===== src/rtl/uba_dma_xfer.sv =====
// uba_dma_xfer: KS10-side DMA engine for the UBA (read, write, read-merge-write).
// Define UBA_DMA_RPW_LOCK_EN to drive busLOCKO across RPW read-merge-write.
module uba_dma_xfer #(
  parameter int TIMEOUT = 64
) (
  input  logic        clk,
  input  logic        rst,
  input  logic        devREQI,
  input  logic        devWRITE,
  input  logic        devBYTE,
  input  logic [35:0] devADDRI,
  input  logic [35:0] devDATAI,
  input  logic [3:0]  pageFLAGS,
  input  logic        pageFAIL,
  output logic        devACKO,
  output logic        devNXMO,
  output logic [35:0] devDATAO,
  output logic        busREQO,
  output logic        busWRO,
  output logic        busLOCKO,
  output logic [35:0] busADDRO,
  output logic [35:0] busDATAO,
  input  logic        busACKI,
  input  logic [35:0] busDATAI
);

  typedef enum logic [2:0] {
    S_IDLE,
    S_CHECK,
    S_RD,
    S_MERGE,
    S_WR,
    S_DONE,
    S_FAIL
  } state_t;

  localparam logic [7:0] TO_LAST = 8'(TIMEOUT - 1);
  localparam logic [35:0] E16_MASK = 36'o600000600000;

`ifdef UBA_DMA_RPW_LOCK_EN
  localparam bit LOCK_EN = 1'b1;
`else
  localparam bit LOCK_EN = 1'b0;
`endif

  state_t      r_state;
  state_t      w_next;
  logic        r_write;
  logic        r_byte;
  logic        r_rpw;
  logic        r_e16;
  logic        r_ftm;
  logic        r_pfail;
  logic        r_lock;
  logic [35:0] r_addr;
  logic [35:0] r_data;
  logic [35:0] r_word;
  logic [7:0]  r_cnt;

  logic        w_rd;
  logic        w_wr;
  logic        w_mrg;
  logic        w_tmo;
  logic        w_hsel;
  logic [17:0] w_src;
  logic [17:0] w_old;
  logic [17:0] w_new;
  logic [35:0] w_merged;
  logic        w_unused;

  assign w_rd  = (r_state == S_RD);
  assign w_wr  = (r_state == S_WR);
  assign w_mrg = (r_state == S_MERGE);
  assign w_tmo = (r_cnt == TO_LAST);

  // Address bit 34 (vector bit 1) picks the half; 0 selects LH.
  assign w_hsel = r_addr[1];

  always_comb begin
    w_src = w_hsel ? r_data[17:0] : r_data[35:18];
    w_old = w_hsel ? r_word[17:0] : r_word[35:18];
    w_new = w_old;
    if (r_byte) begin
      if (r_addr[0]) begin
        w_new[15:8] = w_src[7:0];
      end else begin
        w_new[7:0] = w_src[7:0];
      end
    end else begin
      w_new = w_src;
    end
    if (r_e16) begin
      w_new[17:16] = 2'b00;
    end
    w_merged = w_hsel ? {r_word[35:18], w_new}
                      : {w_new, r_word[17:0]};
  end

  always_comb begin
    w_next = r_state;
    unique case (r_state)
      S_IDLE: begin
        if (devREQI) begin
          w_next = S_CHECK;
        end
      end
      S_CHECK: begin
        if (r_pfail) begin
          w_next = S_FAIL;
        end else if (r_write && r_ftm) begin
          w_next = S_WR;
        end else begin
          w_next = S_RD;
        end
      end
      S_RD: begin
        if (busACKI) begin
          w_next = r_write ? S_MERGE : S_DONE;
        end else if (w_tmo) begin
          w_next = S_FAIL;
        end
      end
      S_MERGE: begin
        w_next = S_WR;
      end
      S_WR: begin
        if (busACKI) begin
          w_next = S_DONE;
        end else if (w_tmo) begin
          w_next = S_FAIL;
        end
      end
      S_DONE: begin
        w_next = S_IDLE;
      end
      S_FAIL: begin
        w_next = S_IDLE;
      end
      default: begin
        w_next = S_IDLE;
      end
    endcase
  end

  always_ff @(posedge clk) begin
    if (rst) begin
      r_state <= S_IDLE;
      r_write <= 1'b0;
      r_byte  <= 1'b0;
      r_rpw   <= 1'b0;
      r_e16   <= 1'b0;
      r_ftm   <= 1'b0;
      r_pfail <= 1'b0;
      r_lock  <= 1'b0;
      r_addr  <= '0;
      r_data  <= '0;
      r_word  <= '0;
      r_cnt   <= '0;
    end else begin
      r_state <= w_next;
      if (r_state == S_IDLE) begin
        r_lock <= 1'b0;
        if (devREQI) begin
          r_write <= devWRITE;
          r_byte  <= devBYTE;
          r_addr  <= devADDRI;
          r_data  <= devDATAI;
          r_rpw   <= pageFLAGS[0];
          r_e16   <= pageFLAGS[1];
          r_ftm   <= pageFLAGS[2];
          r_pfail <= pageFAIL;
        end
      end
      if (r_state == S_CHECK) begin
        if (r_write && r_ftm) begin
          r_word <= r_data;
        end
        r_lock <= LOCK_EN && r_write && !r_ftm
                  && r_rpw && !r_pfail;
      end
      if (w_rd && busACKI) begin
        r_word <= busDATAI;
      end
      if (w_mrg) begin
        r_word <= w_merged;
      end
      // Counts unanswered request cycles; idle states hold it at 0.
      if ((w_rd || w_wr) && !busACKI) begin
        r_cnt <= r_cnt + 8'd1;
      end else begin
        r_cnt <= 8'd0;
      end
    end
  end

  assign devACKO  = (r_state == S_DONE);
  assign devNXMO  = (r_state == S_FAIL);
  assign devDATAO = (devACKO && !r_write)
                  ? (r_e16 ? (r_word & ~E16_MASK) : r_word)
                  : '0;
  assign busREQO  = w_rd | w_wr;
  assign busWRO   = w_wr;
  assign busADDRO = {r_addr[35:2], 2'b00};
  assign busDATAO = w_wr ? r_word : '0;

`ifdef UBA_DMA_RPW_LOCK_EN
  assign busLOCKO = r_lock & (w_rd | w_mrg | w_wr);
  assign w_unused = pageFLAGS[3];
`else
  assign busLOCKO = 1'b0;
  assign w_unused = ^{pageFLAGS[3], r_lock, r_rpw};
`endif

endmodule

===== config.mk =====
export PLATFORM = sky130hd
export DESIGN_NAME = uba_dma_xfer
export DESIGN_NICKNAME = d
export VERILOG_FILES = /design/src/rtl/uba_dma_xfer.sv
export SDC_FILE = /design/constraint.sdc
export NUM_CORES = 1
export LEC_CHECK = 0
export ABC_AREA = 1
export CORE_MARGIN = 2
export CORE_UTILIZATION = 50
export CTS_CLUSTER_DIAMETER = 200
export DETAILED_ROUTE_END_ITERATION = 8
export PLACE_DENSITY = 0.86
export SLEW_MARGIN = 15
export SYNTH_ARGS = -nofsm -noshare
export SYNTH_HDL_FRONTEND = slang
export SYNTH_SLANG_ARGS = --single-unit

===== constraint.sdc =====
create_clock -name clk -period 3.91 [get_ports clk]
set_input_delay 0.5865 -clock clk [delete_from_list [all_inputs] [get_ports clk]]
set_output_delay 0.5865 -clock clk [all_outputs]
set_load 0.01 [all_outputs]

After elaboration in Yosys (flattened, before gate mapping). Index checks and enable logic that the tools add are counted.

Register bits after elaboration: 124. Input port bits: 119. Logic and storage cells: 61.

Reductions and logical operators: 14. Bitwise operators: 2. $add $sub $neg: 1. Equality and inequality tests: 10. Mux-type cells: 23.

Operators with widths (count): $mux W36 (8); $mux W18 (2); $mux W3 (7); $mux W16 (1); $mux W8 (2); $pmux W3 S5 (1); $eq A3 B3 Y1 const B (3); $add A8 B1 Y8 const B (1); $eq A8 B6 Y1 const B (1); $eq A3 B2 Y1 const B (2); $ne A2 B2 Y1 const B (3); $reduce_and A3 Y1 (2); $reduce_bool A3 Y1 (2); $logic_and A1 B1 Y1 (4); $mux W2 (2); $eq A3 B1 Y1 const B (1); $logic_not A3 Y1 (1); $logic_not A1 Y1 (2); $reduce_and A2 Y1 (1); $reduce_or A2 Y1 (1); $logic_or A1 B1 Y1 (1); $not A1 Y1 (1); $or A1 B1 Y1 (1).

Depth between registers and ports, before layout. Gate-level depths: netlist of the first run.

Word-level depth: 5. Gate-level depth with buffers: 10. Depth with buffers taken out: 9.

Least setup slack after synthesis of the first run. OpenSTA, ideal clock, no wires.

Path kind: reg2out. Start: register r_state[0]. End: output devDATAO[10]. Path buffers: 1. Data arrival time: 1261 ps. Stages on the path, launching flop included: 8. Setup slack: 2062 ps. Cells stage by stage: dfxtp_1 inv_2 nor2_4 nand2_1 nor2_1 inv_1 clkbuf_1 nor2_1.

Word-level cells in the longest chain between the ends: 3.

RTL lines: start, declared (line 46) `state_t r_state;`; start signal, assigned (line 160) `r_state <= w_next;`; $eq A3 B3 Y1 (line 196) `assign devACKO = (r_state == S_DONE);`; $logic_and A1 B1 Y1 (line 198) `assign devDATAO = (devACKO && !r_write)`; $mux W36 (line 199) `? (r_e16 ? (r_word & ~E16_MASK) : r_word)`; end, declared (line 17) `output logic [35:0] devDATAO,`.

Every way passes these cells.

Worst setup path after layout of the first run.
Start: register r_state[0]. End: output devDATAO[4].

Same word-level chain as after synthesis.

==> metrics.md, run 1 <==
| Metric | Value |
|---|---|
| Final setup fails | 0 |
| Worst endpoint required time | 3320 ps |
| Cell count of the worst hold path | 2 |
| DR DRC count | 0 |
| WHS | 441 ps |
| CP peak stage delay | 570 ps |
| Minimum clock period | 3110 ps |
| Placed cell area | 9040 sq um |
| WP buf/inv | 3 |
| TritonCTS buffer count | 17 |
| Gate Count Post-Synth | 1138 |
| Clock share of power | 0.266 |
| Post_cts resized | 0 |
| Worst Tran Pin Value | 964 ps |
| I/O Buffers | 226 |
| Final worst slack | 796 ps |
| Number of global-route vias before repair | 6451 |
| Clock Tree Buf Depth | 2 |
| Reg2Reg Depth | 8 |
| H-Tree Depth | 4 |
| DRT Pass-1 Iters | 5 |
| Post-CTS Setup Repair Bufs | 0 |
| Tot GR Track Use | 0.274 |
| Fillers | 1222 |
| Final WL | 20.8 mm |
| Average cell area after synthesis | 6.16 sq um |
| Tcrit/Tclk final | 0.797 |
| Post-route cell area | 9650 sq um |
| Grt ovf | 0 |
| Fmax | 321 MHz |
| Initial antenna violation count | 0 |
| CP Capture Type | output pin |
| Die X | 122 um |
| Outcome | finished, final reports clean |
| # rows | 43 |
| PD cells | 622 nW/um^2 |
| Routed Antenna Nets | 0 |
| Max-cap violation count | 0 |
| First-pass GRT wire length | 32.2 mm |
| Net switching fraction of the power | 0.395 |
| Clock transition at path regs | 60 ps |
| Syn Std Cell Area | 7010 sq um |
| Placer Congestion | 0.988 |
| Leak | 4.22 nW |
| Worst Path Arrival | 2530 ps |
| Reg2reg end | r_word[34] |
| Starting Density | 0.509 |
| RSZ-0062 raised after global routing | no |
| Layout cells sized above 1 | 0.0429 |
| CP Launch Type | flip-flop |
| Cell repeated most along the worst path | nor2_1 |
| DR iter-0 viols | 687 |
| Final Skew | 4.88 ps |
| Hpwl dp | 15.0 mm |
| Register-to-register setup slack | 1420 ps |
| R2R Path Start | r_state[2] |
| Crit Path Class | reg2out |
| FF+latch count, synth | 124 |
| DIE AREA | 15000 sq um |
| Switching power total | 2.37 mW |
| DR vias | 7498 |
| CTS Hold Buffers Added | 0 |
| Diode count | 0 |
| HP Class | reg2reg |
| Post-DR vias/cell | 5.05 |
| CP max stage cell | clkdlybuf4s50_1 |
| Layout area overhead | 37.6% |
| Worst skew pair latency | 420 ps |
| CTS root buffer | clkbuf_16 |
| Slew headroom | 0.357 |
| Hold Violations, Final | 0 |
| Fin nets | 1411 |
| CTS sink count | 124 |
| Crit Path Max Fanout | 32 |
| CP Cell Sequence | inv_2 > nor2_4 > nand2_1 > nor2_1 > inv_1 > nor2_1 > clkdlybuf4s50_1 |
| Fin Setup TNS | 0 ps |
| Place WS | 1230 ps |
| Seq/Total Area, Yosys | 0.354 |
| DR WL/cell | 14.0 um |
| Crit path max-delay family | buffers and inverters |
| Die height | 122 um |
| Internal | 3.63 mW |
| VDD IR max | 0.382 mV |
| Combinational Power Share | 0.422 |
| CTS tree | yes |
| Worst hold endpoint | r_addr[8] |
| Synth cell types | 28 |
| Largest net degree at the start of global routing | 155 |
| Ys Warns | 0 |
| HP Start | r_addr[8] |
| IO Pins | 232 |
| Final Max Tran Viols | 0 |
| Reg power frac | 0.312 |
| CORE AREA | 13800 sq um |
[logic make-up after synthesis]
kind of cell | after synthesis | share of synthesized area
compound gates | 185 | 0.137
xor+xnor | 4 | 0.00500
fa+ha+maj | 1 | 0.00179
buf+inv | 275 | 0.176
flops | 124 | 0.354
other cells | 1 | 0.000535
simple gates | 548 | 0.326
[worst register-to-register path, stage by stage (launching register included)]
cell and delay, ps:
dfxtp_1 370, inv_1 430, nand3_1 350, nor2_1 530
inv_1 110, nand2_2 330, a21oi_1 130, nand2_1 110
inv_1 50
[synthesized netlist by cell type (all sizes together)]
cell type,instances,area (sq um)
xor2,2,17.5
ha,1,12.5
conb,1,3.75
nand3,99,518
clkbuf,31,116
xnor2,2,17.5
nand2,266,1000
dfxtp,124,2480
nor3,2,10.0
nor3b,1,7.51
buf,75,484
o211ai,2,15.0
nor2,157,599
inv,169,634
nand4,23,144
a21oi,103,538
o21ai,80,404
[stage by stage]
step	instances	util	total power, mW
6_report	1484	0.700	6.00
5_1_grt	1484	0.700	6.41
4_1_cts	1484	0.700	5.98
3_5_place_dp	1452	0.656	4.37
3_3_place_gp	1452	0.656	4.31
2_1_floorplan	1140	-	3.70
[layout by cell type (no fill, tap or decap)]
cell / synthesis / final
a21oi_1: 101 / 101
a21oi_4: 2 / 2
buf_12: 0 / 3
buf_4: 41 / 9
bufinv_16: 0 / 2
clkbuf_1: 31 / 2
clkbuf_16: 0 / 17
clkbuf_8: 0 / 5
clkdlybuf4s50_1: 0 / 226
clkinv_2: 0 / 1
clkinv_4: 0 / 2
clkinvlp_4: 0 / 2
conb_1: 1 / 3
dfxtp_1: 124 / 124
ha_1: 1 / 1
inv_1: 166 / 165
inv_2: 3 / 4
inv_6: 0 / 1
nand2_1: 264 / 264
nand2_2: 2 / 2
nand3_1: 96 / 96
nand3_2: 2 / 1
nand3_4: 1 / 2
nand4_1: 23 / 23
nor2_1: 155 / 155
nor2_2: 1 / 1
nor2_4: 1 / 1
nor3_1: 2 / 2
nor3b_1: 1 / 1
o211ai_1: 2 / 2
o21ai_0: 79 / 79
o21ai_2: 1 / 1
xnor2_1: 2 / 2
xor2_1: 2 / 2
[layout make-up]
class | count | area (sq um) | area share
clock buffers | 24 | 502 | 0.0520
clock inverters | 8 | 106 | 0.0110
inverters | 169 | 634 | 0.0658
multi-input cells | 741 | 3310 | 0.343
flip-flops and latches | 124 | 2480 | 0.257
well taps | 180 | 225 | 0.0233
repair buffers | 238 | 2390 | 0.248
[flip-flops by register name (all words and copies together) (netlist names)]
signal	flops
r_data	36
r_write	1
r_pfail	1
r_ftm	1
r_state	3
r_word	36
r_byte	1
r_addr	36
r_e16	1
r_cnt	8
[layer usage]
layer | vias up | GRT usage | wire [um]
met3 | 17 | 0.0850 | 2110
met5 | - | 0 | 0
met2 | 377 | 0.442 | 9590
met1 | 3298 | 0.362 | 8850
li1 | 3806 | - | -
met4 | 0 | 0.0596 | 231
[worst max-delay path by stage]
| stage | start | to | slack, ps | cells after the start |
|---|---|---|---|---|
| floorplan | r_state[0] | devDATAO[10] | 2060 | 7 |
| global placement | r_state[0] | devDATAO[18] | 1270 | 7 |
| detailed placement | r_state[0] | devDATAO[18] | 1230 | 7 |
| CTS | r_state[0] | devDATAO[14] | 780 | 7 |
| global route | r_state[0] | devDATAO[23] | 590 | 7 |
| finish | r_state[0] | devDATAO[4] | 800 | 7 |
[power groups by stage]
stage / Clock [mW] / Combinational [mW] / Sequential (mW)
2_1_floorplan: 0 / 1.88 / 1.82
3_3_place_gp: 0 / 2.44 / 1.87
3_5_place_dp: 0 / 2.48 / 1.89
4_1_cts: 1.61 / 2.51 / 1.87
5_1_grt: 1.67 / 2.83 / 1.91
6_report: 1.60 / 2.53 / 1.87
Note: power is estimated with default switching activity, not from simulation.
==> run 2, diff against run 1 <==
- CORE_UTILIZATION: 50 -> 47
- PLACE_DENSITY: 0.86 -> 0.82
- clock period: 3.91 -> 3.15 ns (I/O delays scaled with it)
==> metrics.md, run 2 (same netlist as run 1, synthesis figures left out) <==
| Metric | Value |
|---|---|
| Routed Antenna Nets | 0 |
| Crit Path Class | reg2out |
| Diode count | 0 |
| Max-cap violation count | 0 |
| Worst Tran Pin Value | 664 ps |
| CP Capture Type | output pin |
| Slew headroom | 0.556 |
| Largest registers | r_addr: 36 flops, r_data: 36 flops, r_word: 36 flops |
| Clock transition at path regs | 60 ps |
| # rows | 44 |
| Post-route insts no fill | 1495 |
| HP Class | reg2reg |
| Layout area overhead | 38.1% |
| Post-DR vias/cell | 4.98 |
| CORE AREA | 14500 sq um |
| PD cells | 767 nW/um^2 |
| Fillers | 1315 |
| TritonCTS buffer count | 17 |
| CTS Hold Buffers Added | 0 |
| Die X | 126 um |
| Final setup fails | 0 |
| Commonest non-fill, non-tap cells in the layout | 264 x nand2_1, 226 x clkdlybuf4s50_1, 164 x inv_1 |
| Tcrit/Tclk final | 0.921 |
| Most common cell after layout, fill and taps aside | nand2_1 |
| DR WL/cell | 13.9 um |
| Final Max Tran Viols | 0 |
| HP Start | r_addr[20] |
| Clock Tree Buf Depth | 2 |
| Worst Path Arrival | 2430 ps |
| CTS tree | yes |
| Crit Path Max Fanout | 15 |
| Tot GR Track Use | 0.257 |
| Initial antenna violation count | 0 |
| Area of the multi-input gates | 3310 sq um |
| Grt ovf | 0 |
| Place WS | 574 ps |
| First-pass GRT wire length | 33.1 mm |
| Final WL | 20.8 mm |
| IO Pins | 232 |
| I/O Buffers | 226 |
| Leak | 4.23 nW |
| CTS sink count | 124 |
| Register area | 2480 sq um |
| Fmax | 345 MHz |
| DIE AREA | 15900 sq um |
| VDD IR max | 0.554 mV |
| DRT Pass-1 Iters | 7 |
| WHS | 443 ps |
| Largest net degree at the start of global routing | 58 |
| Outcome | finished, final reports clean |
| CP startpoint | r_state[0] |
| CTS root buffer | clkbuf_16 |
| Number of global-route vias before repair | 6652 |
| Total Power | 7.42 mW |
| Hpwl dp | 15.1 mm |
| DR DRC count | 0 |
| Worst skew pair latency | 420 ps |
| RSZ-0062 raised after global routing | no |
| Hold Violations, Final | 0 |
| Fin nets | 1418 |
| Worst endpoint required time | 2680 ps |
| Die height | 126 um |
| Starting Density | 0.482 |
| Final worst slack | 250 ps |
| Dpl cells | 1460 |
| DR iter-0 viols | 641 |
| Fin Setup TNS | 0 ps |
| R2R Path Start | r_state[2] |
| Final Skew | 7.65 ps |
| H-Tree Depth | 4 |
| Layout cells sized above 1 | 0.0503 |
| Placer Congestion | 0.940 |
| Minimum clock period | 2900 ps |
| DR vias | 7451 |
| CP Launch Type | flip-flop |
## run 2: worst max-delay path, cell delays in order, from the launching register on
cell             delay (ps)
dfxtp_1                 450
inv_2                    80
nor2_4                  140
nand2_1                 130
nor2_4                  230
clkinvlp_4              130
buf_4                   200
nor2_1                  100
clkdlybuf4s50_1         540
## run 2: area by class of cell
cell class	instances	share of cell area
multi-input combinational	741	0.342
sequential	124	0.256
timing repair buffer	244	0.250
inverter	169	0.0659
clock buffer	19	0.0458
tap	184	0.0238
clock inverter	13	0.0146
timing repair inverter	1	0.000776
## run 2: per-layer routing
metal / share of wire / global-route usage / vias up
met5: 0 / 0 / -
met4: 0.029 / 0.102 / 0
met3: 0.096 / 0.0752 / 39
met2: 0.44 / 0.394 / 332
met1: 0.43 / 0.340 / 3256
li1: - / - / 3824
## run 2: path summary, 6_finish.rpt
check | cells after the start | end | slack [ps]
worst min-delay path | 2 | r_addr[20] | 440
worst max register to register | 9 | r_word[1] | 690
worst min register to register | 2 | r_addr[20] | 440
worst max-delay path | 8 | devDATAO[12] | 250
## run 2: stage by stage
| step | utilization | cell area, sq um |
|---|---|---|
| after floorplan | - | 7020 |
| after global placement | 0.623 | 9060 |
| after detailed placement | 0.623 | 9060 |
| after CTS | 0.664 | 9640 |
| after global routing | 0.666 | 9680 |
| final | 0.666 | 9680 |
## run 2: what timing repair did
item                                    in CTS  in global routing
hold endpoints to repair                     0                  0
endpoints found under the setup margin       0                 32
resized for setup                            0                  4
setup buffers                                0                  2
## run 2: where the power goes
part           leakage [nW]  total (mW)  internal, mW  switching (mW)
Combinational          2.93        3.21          1.20            2.01
Clock                 0.280        1.92          1.19           0.733
Sequential             1.02        2.29          2.06           0.229
Total                  4.23        7.42          4.45            2.97
==> run 3, diff against run 2 <==
- CELL_PAD_IN_SITES_DETAIL_PLACEMENT: unset -> 1
- CELL_PAD_IN_SITES_GLOBAL_PLACEMENT: unset -> 1
- CORE_UTILIZATION: 47 -> 31
- PLACE_DENSITY: 0.82 -> unset
- PLACE_DENSITY_LB_ADDON: unset -> 0.1
==> metrics.md, run 3 (same netlist as run 1, synthesis figures left out) <==
| Metric | Value |
|---|---|
| Outcome | finished, final reports clean |
| Die X | 154 um |
| Starting Density | 0.312 |
| Die height | 154 um |
| CP Cell Sequence | inv_2 > nor2_4 > nand2_1 > nor2_4 > clkinvlp_4 > buf_4 > nor2_1 > clkdlybuf4s50_1 |
| Post-route cell area | 9810 sq um |
| HP Class | reg2reg |
| DR vias | 7425 |
| DIE AREA | 23800 sq um |
| Final setup fails | 0 |
| Final Max Tran Viols | 0 |
| Placer Congestion | 0.824 |
| Slew headroom | 0.624 |
| Placed cell area | 9190 sq um |
| Number of global-route vias before repair | 7049 |
| Worst Path Arrival | 2440 ps |
| Crit Path Class | reg2out |
| CTS sink count | 124 |
| Hpwl dp | 18.1 mm |
| CP max stage cell | clkdlybuf4s50_1 |
| Fin nets | 1420 |
| Dpl cells | 1562 |
| I/O Buffers | 226 |
| Fillers | 2895 |
| Routed Antenna Nets | 0 |
| CTS tree | yes |
| Largest registers | r_addr: 36 flops, r_data: 36 flops, r_word: 36 flops |
| VDD IR max | 0.414 mV |
| Most common cell after layout, fill and taps aside | nand2_1 |
| Hold Violations, Final | 0 |
| Initial antenna violation count | 1 |
| RSZ-0062 raised after global routing | no |
| Post-route insts no fill | 1599 |
| Leak | 4.23 nW |
| CORE AREA | 22400 sq um |
| Cell repeated most along the worst path | nor2_4 |
| Clock transition at path regs | 60 ps |
| Crit Path Max Fanout | 16 |
| Minimum clock period | 2920 ps |
| Layout cells sized above 1 | 0.0533 |
| DR iter-0 viols | 338 |
| DR WL/cell | 15.5 um |
| CTS root buffer | clkbuf_16 |
| PD cells | 767 nW/um^2 |
| First-pass GRT wire length | 38.9 mm |
| Worst skew pair latency | 420 ps |
| DR DRC count | 0 |
| H-Tree Depth | 4 |
| Tcrit/Tclk final | 0.926 |
| Final WL | 24.8 mm |
| Fin Setup TNS | 0 ps |
| Max-cap violation count | 0 |
| Largest net degree at the start of global routing | 155 |
| TritonCTS buffer count | 17 |
| DRT Pass-1 Iters | 5 |
| Final Skew | 13.7 ps |
| CP Capture Type | output pin |
| # rows | 55 |
| Worst Tran Pin Value | 562 ps |
| Commonest non-fill, non-tap cells in the layout | 264 x nand2_1, 226 x clkdlybuf4s50_1, 164 x inv_1 |
| IO Pins | 232 |
| Grt ovf | 0 |
| Post-DR vias/cell | 4.64 |
| Layout area overhead | 40.0% |
| CP Launch Type | flip-flop |
| Tot GR Track Use | 0.207 |
| Fmax | 343 MHz |
| CP peak stage delay | 540 ps |
| Worst endpoint required time | 2680 ps |
| Clock Tree Buf Depth | 2 |
[run 3: critical path: cells and delay by family, from the launching register on]
kind          cells  cell delay, ps
simple gates      4             660
flops             1             410
buf+inv           4             930
[run 3: power by group]
group | internal, mW | total, mW | switching [mW] | leakage, nW
logic | 1.18 | 3.30 | 2.12 | 2.94
registers | 2.06 | 2.29 | 0.230 | 1.02
clock network | 1.12 | 1.94 | 0.815 | 0.272
[run 3: per-stage QoR]
step / hold slack [ps] / setup WS (ps) / utilization / power, mW
6_report: 442 / 235 / 0.437 / 7.53
5_1_grt: 463 / 97.9 / 0.437 / 8.13
4_1_cts: 446 / 20.2 / 0.437 / 7.59
3_5_place_dp: 436 / 430 / 0.410 / 5.60
3_3_place_gp: 429 / 537 / 0.410 / 5.54
2_1_floorplan: 424 / 1420 / - / 4.60
[run 3: area by class of cell]
class	instances	area [sq um]	share of cell area
Multi-Input combinational cell	741	3310	0.338
Sequential cell	124	2480	0.253
Timing Repair Buffer	246	2440	0.248
Inverter	169	638	0.0650
Clock buffer	18	439	0.0448
Tap cell	285	357	0.0363
Clock inverter	14	134	0.0136
Timing Repair inverter	1	7.51	0.000765
Antenna cell	1	2.50	0.000255
[run 3: final timing paths]
path                            depth (start not counted)        from            to  slack, ps
worst max register to register                          8  r_state[2]    r_word[10]        840
worst min-delay path                                    2  r_addr[31]    r_addr[31]        440
worst min register to register                          2  r_addr[31]    r_addr[31]        440
worst max-delay path                                    8  r_state[0]  devDATAO[14]        230
[run 3: repair_timing]
action | 4_1_cts | 5_1_grt
setup endpoints to repair | 32 | 32
gates resized for setup | 3 | 2
hold buffers | 0 | 0
setup buffers | 3 | 0
cloned | 1 | 0
[run 3: layer usage]
layer	vias up	global-route usage	wire length, um
li1	3828	-	-
met5	-	0	0
met3	25	0.0572	1670
met2	197	0.321	10600
met4	0	0.0573	389
met1	3375	0.284	12200
